### config.mk
export PLATFORM = sky130hd
export DESIGN_NAME = serial_subtractor
export DESIGN_NICKNAME = d
export VERILOG_FILES = /design/src/rtl/serial_subtractor.sv
export SDC_FILE = /design/constraint.sdc
export NUM_CORES = 1
export LEC_CHECK = 0
export CAP_MARGIN = 25
export CORE_ASPECT_RATIO = 0.5
export CORE_MARGIN = 10
export CORE_UTILIZATION = 30
export DETAILED_ROUTE_END_ITERATION = 6
export GPL_TIMING_DRIVEN = 0
export SLEW_MARGIN = 20
export SYNTH_ARGS = -nofsm -noshare
export SYNTH_HDL_FRONTEND = slang
export SYNTH_SLANG_ARGS = --single-unit
### constraint.sdc
create_clock -name clk -period 2.7 [get_ports clk]
set_clock_uncertainty 0.1 [all_clocks]
set_input_delay 0.54 -clock clk [delete_from_list [all_inputs] [get_ports clk]]
set_output_delay 0.54 -clock clk [all_outputs]
set_load 0.01 [all_outputs]
### src/rtl/serial_subtractor.sv
// Bit-serial a - b: one full-subtractor cell plus a borrow flop, LSB first.
// Result {borrow, diff} is the WIDTH+1 bit two's complement difference.
module serial_subtractor #(
    parameter int WIDTH = 4
) (
    input  logic             clk,
    input  logic             rst,
    input  logic             start,
    input  logic [WIDTH-1:0] a,
    input  logic [WIDTH-1:0] b,
    output logic             busy,
    output logic             done,
    output logic [WIDTH:0]   d
);

    localparam int CW = (WIDTH > 2) ? $clog2(WIDTH) : 1;

    typedef enum logic [1:0] {
        IDLE,
        RUN,
        DONE
    } state_t;

    state_t           state;
    state_t           state_next;
    logic [WIDTH-1:0] sa;
    logic [WIDTH-1:0] sb;
    logic [WIDTH-1:0] sd;
    logic [WIDTH-1:0] sd_next;
    logic             br;
    logic             br_next;
    logic             dbit;
    logic [CW-1:0]    cnt;
    logic             last;
    logic             load;
    logic             step;

    // Full-subtractor cell on the current LSBs.
    always_comb begin
        dbit    = sa[0] ^ sb[0] ^ br;
        br_next = (~sa[0] & sb[0]) | (~(sa[0] ^ sb[0]) & br);
        sd_next = {dbit, sd[WIDTH-1:1]};
        last    = (cnt == CW'(WIDTH - 1));
    end

    always_comb begin
        state_next = state;
        load       = 1'b0;
        step       = 1'b0;
        unique case (state)
            IDLE: begin
                if (start) begin
                    load       = 1'b1;
                    state_next = RUN;
                end
            end
            RUN: begin
                step = 1'b1;
                if (last) begin
                    state_next = DONE;
                end
            end
            DONE: begin
                if (start) begin
                    load       = 1'b1;
                    state_next = RUN;
                end else begin
                    state_next = IDLE;
                end
            end
            default: state_next = IDLE;
        endcase
    end

    always_ff @(posedge clk or posedge rst) begin
        if (rst) begin
            state <= IDLE;
        end else begin
            state <= state_next;
        end
    end

    always_ff @(posedge clk or posedge rst) begin
        if (rst) begin
            sa  <= '0;
            sb  <= '0;
            sd  <= '0;
            br  <= 1'b0;
            cnt <= '0;
            d   <= '0;
        end else if (load) begin
            sa  <= a;
            sb  <= b;
            br  <= 1'b0;
            cnt <= '0;
        end else if (step) begin
            sa  <= sa >> 1;
            sb  <= sb >> 1;
            sd  <= sd_next;
            br  <= br_next;
            cnt <= cnt + CW'(1);
            // d only changes on the edge that completes an operation.
            if (last) begin
                d <= {br_next, sd_next};
            end
        end
    end

    assign busy = (state == RUN);
    assign done = (state == DONE);

endmodule

==> results.toml, run 1 <==
[outcome]
run_status = "completed"

[cts]
tritoncts = "done"
clk_path_buf_depth = 2
cts_hold_repair.buffers = 0
cts.clk_slew.worst_paths_ns = 0.07
clock_sinks = 21
clock-root-buffer = "clkbuf_8"
postCtsResizedCells = 0
cts_made_buffers = 3
clock_tree.htree_level_count = 1
clk-insertion-delay-late_ns = 0.26
setup_fix_bufs_post_cts = 0

[logic_synthesis]
post_synth_xor_area_fraction = 0.00879
synth.yosys.seq_area_share = 0.528
yosys-mux-area-fraction = 0.144
distinct_cell_type_count_of_the_synthesized_netlist = 24
yosys_warning_total = 0
synth_top_family_by_area = "multiplexers"
mappedNetlistNets = 98
post_synth.cell_area_avg_um2 = 11.7
synthesis.area_um2 = 996
synthesis.instances = 85
synth_fa_ha_area_frac = 0.0327
simple_gate_portion_of_the_synthesized_area = 0.0967
postSynthRegisterBits = 21
compound_gate_fraction_of_synth_area = 0.119

[global_route]
grt_start_max_net_pins = 22
antenna_found_initial = 0
number_of_global_route_vias_before_repair = 686
grt_util_all_layers = 0.0678
gr-total-overflow = 0
grt_pass1_wl_um = 3260

[worst_setup_path]
critical_path_class = "reg -> out"
worstPathMaxFanout = 10
worst_setup_path_start_kind = "flip-flop"
cpPeakStageDelay_ns = 0.53
worst_ep_required_time_ns = 2.06
timing.critical_path.to_type = "primary output"
path_cells = "buf_4 > nand2b_1 > buf_6 > inv_1 > clkdlybuf4s50_1"
worstPathArrival_ns = 1.55
cp_num_buf_inv = 4
worst_path_max_delay_cell = "clkdlybuf4s50_1"
worst_path_dominant_cell_family = "buffers and inverters"

[route]
drt-wirelength-per-cell_um = 12.4
dr.pass1.iters = 4
drt_first_iter_violations = 16
antenna_left = 0
viasPerCell = 4.61
post-route-drc-count = 0
drt-total-wl_um = 1810
vias = 673

[floorplan]
floorplan.io_pins = 18
start_util = 0.323
die_height_um = 60.7
dieWidth_um = 101
core-area_um2 = 3080
std_cell_rows = 14
floorplan.die_area_um2 = 6160

[layout]
stdcell_count = 146
final_net_count = 120
filler_cell_count_in_the_final_layout = 319
most-common-layout-cells = "dfrtp_1, clkdlybuf4s50_1, inv_1"
layout-drive-gt1-share = 0.189
n_antenna_cell = 0
layout-area-overhead-vs-synth_pct = 26.8
final_core_utilization = 0.409
commonest_non_fill_non_tap_cell_in_the_layout = "dfrtp_1"

[timing]
final.period_utilization = 0.810
maxClockFrequency_ghz = 0.458
worstMarginPinSlew_ns = 0.777
hold_viol_final = 0
final-setup-viol-count = 0
max_slew_violations = 0
hold-worst-slack_ns = 0.388
grt_setup_unrepaired = "false"
final.min_clock_period_ns = 2.19
slew_headroom = 0.482
totalNegativeSetupSlack_ns = 0

[worst_hold_path]
timing.hold.worst.class = "reg -> reg"

[power_and_ir_drop]
cellInternalPower_uw = 954
pwr-share-comb = 0.467
power.leakage_nw = 0.557
power_frac_clock = 0.143
power_switching_share = 0.331
seqPwrFrac = 0.390
total_power_mw = 1.43
power.net_switching_uw = 472
cellPowerDensity_nw_per_um2 = 1130
worst_ir_drop_vdd_v = 0.000309

[placement]
place_inst = 142
place.port_buffers = 17
hpwl_reported_at_the_end_of_detailed_placement_um = 1360
finalWeightedCongestion = 0.705

[flow_run]
maxCapViolations = 0
[synthesized netlist by cell type (all sizes together)]
cell,count,share of area
a211oi,3,0.023
a21oi,6,0.030
a22o,2,0.018
and2,1,0.0088
buf,5,0.040
dfrtp,21,0.53
fa,1,0.020
ha,1,0.013
inv,8,0.030
mux2,8,0.094
mux2i,5,0.050
nand2,3,0.011
nand2b,3,0.026
nand3,2,0.010
nand3b,1,0.011
nor2,1,0.0038
nor2b,4,0.025
o21ai,6,0.030
o22ai,3,0.019
xnor2,1,0.0088
[through the flow]
stage	worst slack (ns)	area (µm²)
floorplan	1.31	996
global placement	0.793	1220
detailed placement	0.781	1220
CTS	0.479	1260
global route	0.420	1260
finish	0.514	1260
[cells by family after synthesis]
family                     count (synthesis)
AOI/OAI and AO/OA                         20
and+or+nand+nor                           15
muxes                                     13
xor gates and xnor gates                   1
DFF                                       21
buffers and inverters                     13
adders and majority gates                  2
[sequential cells by signal (all words and copies together), names as in the netlist]
register / flops
sb: 4
sa: 4
cnt: 2
state: 2
d: 5
br: 1
sd: 3
[power by group through the flow]
stage / logic [mW] / registers, mW / clock network, mW
2_1_floorplan: 0.464 / 0.561 / 0
3_3_place_gp: 0.665 / 0.560 / 0
3_5_place_dp: 0.680 / 0.564 / 0
4_1_cts: 0.683 / 0.558 / 0.215
5_1_grt: 0.754 / 0.581 / 0.226
6_report: 0.665 / 0.556 / 0.204
[worst min-delay path, delay by kind of cell, from the launching register on]
kind,cells,cell delay [ns]
flip-flops,1,0.34
AO/OA/AOI/OAI,1,0.06
AND/OR/NAND/NOR,1,0.05
[layer usage]
metal | track usage | vias up | routed length, µm
met1 | 0.0732 | 318 | 807
met5 | 0 | - | 0
li1 | - | 341 | -
met3 | 0.0306 | 5 | 104
met4 | 0.0473 | 0 | 63
met2 | 0.107 | 9 | 836
[worst paths after layout]
kind / startpoint / to / slack (ns) / cells past startpoint
min in group asynchronous: rst / d[0]$_DFFE_PP0P_ / 0.62 / 2
min: d[4]$_DFFE_PP0P_ / d[4]$_DFFE_PP0P_ / 0.39 / 2
max reg2reg: cnt[0]$_DFFE_PP0P_ / cnt[1]$_DFFE_PP0P_ / 1.27 / 3
max: state[0]$_DFFE_PP0P_ / busy / 0.51 / 5
min reg2reg: d[4]$_DFFE_PP0P_ / d[4]$_DFFE_PP0P_ / 0.39 / 2
max in group asynchronous: rst / state[1]$_DFFE_PP0P_ / 1.40 / 2
[cell type report]
type | count | area [µm²] | share of cell area
multi-input cells | 51 | 400 | 0.317
clock inverters | 1 | 5.00 | 0.00396
plain buffers | 5 | 40.0 | 0.0317
flip-flops and latches | 21 | 526 | 0.416
repair buffers | 17 | 170 | 0.135
inverters | 8 | 30.0 | 0.0238
well taps | 40 | 50.0 | 0.0396
clock buffers | 3 | 41.3 | 0.0327
(Power assumes the default switching activity.)
==> run 2, diff against run 1 <==
clock period = 1.9 ns   (was 2.7 ns; I/O delays follow)
==> results.toml, run 2 (same netlist as run 1, synthesis figures left out) <==
[power_and_ir_drop]
worst_ir_drop_vdd_v = 0.000439
cellPowerDensity_nw_per_um2 = 1600
power.leakage_nw = 0.564

[global_route]
grt_util_all_layers = 0.0675
globalRoute.busiestLayer = "met2"
global_route.usage.met1 = 0.0725
gr-total-overflow = 0
antenna_found_initial = 0
grtUsageMet3 = 0.0306
grt_start_max_net_pins = 22
grt_pass1_wl_um = 3240
number_of_global_route_vias_before_repair = 685
groute.layer.met2.usage = 0.107

[timing]
max_slew_violations = 0
worstMarginPinSlew_ns = 0.778
final-setup-viol-count = 0
hold_viol_final = 0
final.min_clock_period_ns = 1.78
slew_headroom = 0.480
grt_setup_unrepaired = "false"
maxClockFrequency_ghz = 0.561
totalNegativeSetupSlack_ns = 0
final.period_utilization = 0.938

[layout]
final_net_count = 120
largest_registers = "d (5), sa (4), sb (4)"
area_taken_by_multi_input_logic_gates_um2 = 400
register_cell_area_after_layout_um2 = 526
n_antenna_cell = 0
max_ffs_per_register = 5
final_cell_area_um2 = 1260
most-common-layout-cells = "dfrtp_1, clkdlybuf4s50_1, inv_1"
layout-drive-gt1-share = 0.189
commonest_non_fill_non_tap_cell_in_the_layout = "dfrtp_1"
layout-area-overhead-vs-synth_pct = 26.9
top_register = "d"
filler_cell_count_in_the_final_layout = 319

[flow_run]
maxCapViolations = 0

[cts]
cts_made_buffers = 3
cts_hold_repair.buffers = 0
clock_sinks = 21
tritoncts = "done"
clock-root-buffer = "clkbuf_8"
setup_fix_bufs_post_cts = 0
postCtsResizedCells = 3
cts.clk_slew.worst_paths_ns = 0.07
clk-insertion-delay-late_ns = 0.26
clock_tree.htree_level_count = 1
clk_path_buf_depth = 2

[outcome]
run_status = "completed"

[worst_setup_path]
critical_path_class = "reg -> out"
cp_common_cell = "buf_6"
path_cells = "buf_6 > nand2b_1 > buf_6 > inv_1 > dlygate4sd2_1"
timing.critical_path.to_type = "primary output"
worst_setup_path_start_kind = "flip-flop"
worstPathMaxFanout = 10
cpPeakStageDelay_ns = 0.38
worstPathArrival_ns = 1.30
worst_ep_required_time_ns = 1.42
worst_path_max_delay_cell = "dfrtp_1"

[floorplan]
start_util = 0.323
core-area_um2 = 3080
floorplan.die_area_um2 = 6160
die_height_um = 60.7
std_cell_rows = 14
floorplan.io_pins = 18
dieWidth_um = 101

[route]
drt-total-wl_um = 1810
drt-wirelength-per-cell_um = 12.4
viasPerCell = 4.61
dr.pass1.iters = 3
drt_first_iter_violations = 16
antenna_left = 0
post-route-drc-count = 0
vias = 673

[placement]
hpwl_reported_at_the_end_of_detailed_placement_um = 1360
post_dp_cell_area_um2 = 1220
finalWeightedCongestion = 0.705
place.port_buffers = 17

[worst_hold_path]
timing.hold.worst.class = "reg -> reg"
run 2: per-stage QoR:
stage / utilization / cells / hold WS [ns] / power [mW] / setup WS [ns]
final: 0.410 / 146 / 0.388 / 2.02 / 0.118
after global routing: 0.410 / 146 / 0.429 / 2.21 / 0.0373
after CTS: 0.410 / 146 / 0.390 / 2.07 / 0.0874
after detailed placement: 0.394 / 142 / 0.374 / 1.77 / 0.141
after global placement: 0.394 / 142 / 0.368 / 1.74 / 0.153
after floorplan: - / 85 / 0.257 / 1.46 / 0.540
run 2: worst max-delay path: cells and delay by family, from the launching register on:
| family | cells | cell delay, ns |
|---|---|---|
| simple gates | 1 | 0.08 |
| flops | 1 | 0.38 |
| buf+inv | 4 | 0.58 |
run 2: worst paths after layout:
kind,from,endpoint,slack (ns),cells past startpoint
worst max-delay path,state[0]$_DFFE_PP0P_,busy,0.12,5
min in group asynchronous,rst,d[0]$_DFFE_PP0P_,0.46,2
worst min-delay path,d[4]$_DFFE_PP0P_,d[4]$_DFFE_PP0P_,0.39,2
worst min register to register,d[4]$_DFFE_PP0P_,d[4]$_DFFE_PP0P_,0.39,2
max in group asynchronous,rst,state[1]$_DFFE_PP0P_,0.76,2
worst max register to register,cnt[0]$_DFFE_PP0P_,cnt[1]$_DFFE_PP0P_,0.47,3
run 2: final cells by class:
type                    instances  share of cell area
flip-flops and latches         21               0.416
multi-input cells              51               0.317
repair buffers                 17               0.133
well taps                      40              0.0396
plain buffers                   5              0.0347
clock buffers                   3              0.0327
inverters                       8              0.0238
clock inverters                 1             0.00396
run 2: report_power, final:
group	switching [mW]	internal [mW]	leakage (nW)
clock	0.144	0.146	0.0255
combinational	0.399	0.541	0.283
sequential	0.129	0.664	0.256
run 2: routing by layer:
| layer | up-vias | share of wire |
|---|---|---|
| li1 | 341 | - |
| met1 | 318 | 0.45 |
| met4 | 0 | 0.035 |
| met2 | 9 | 0.46 |
| met3 | 5 | 0.057 |
| met5 | - | 0 |
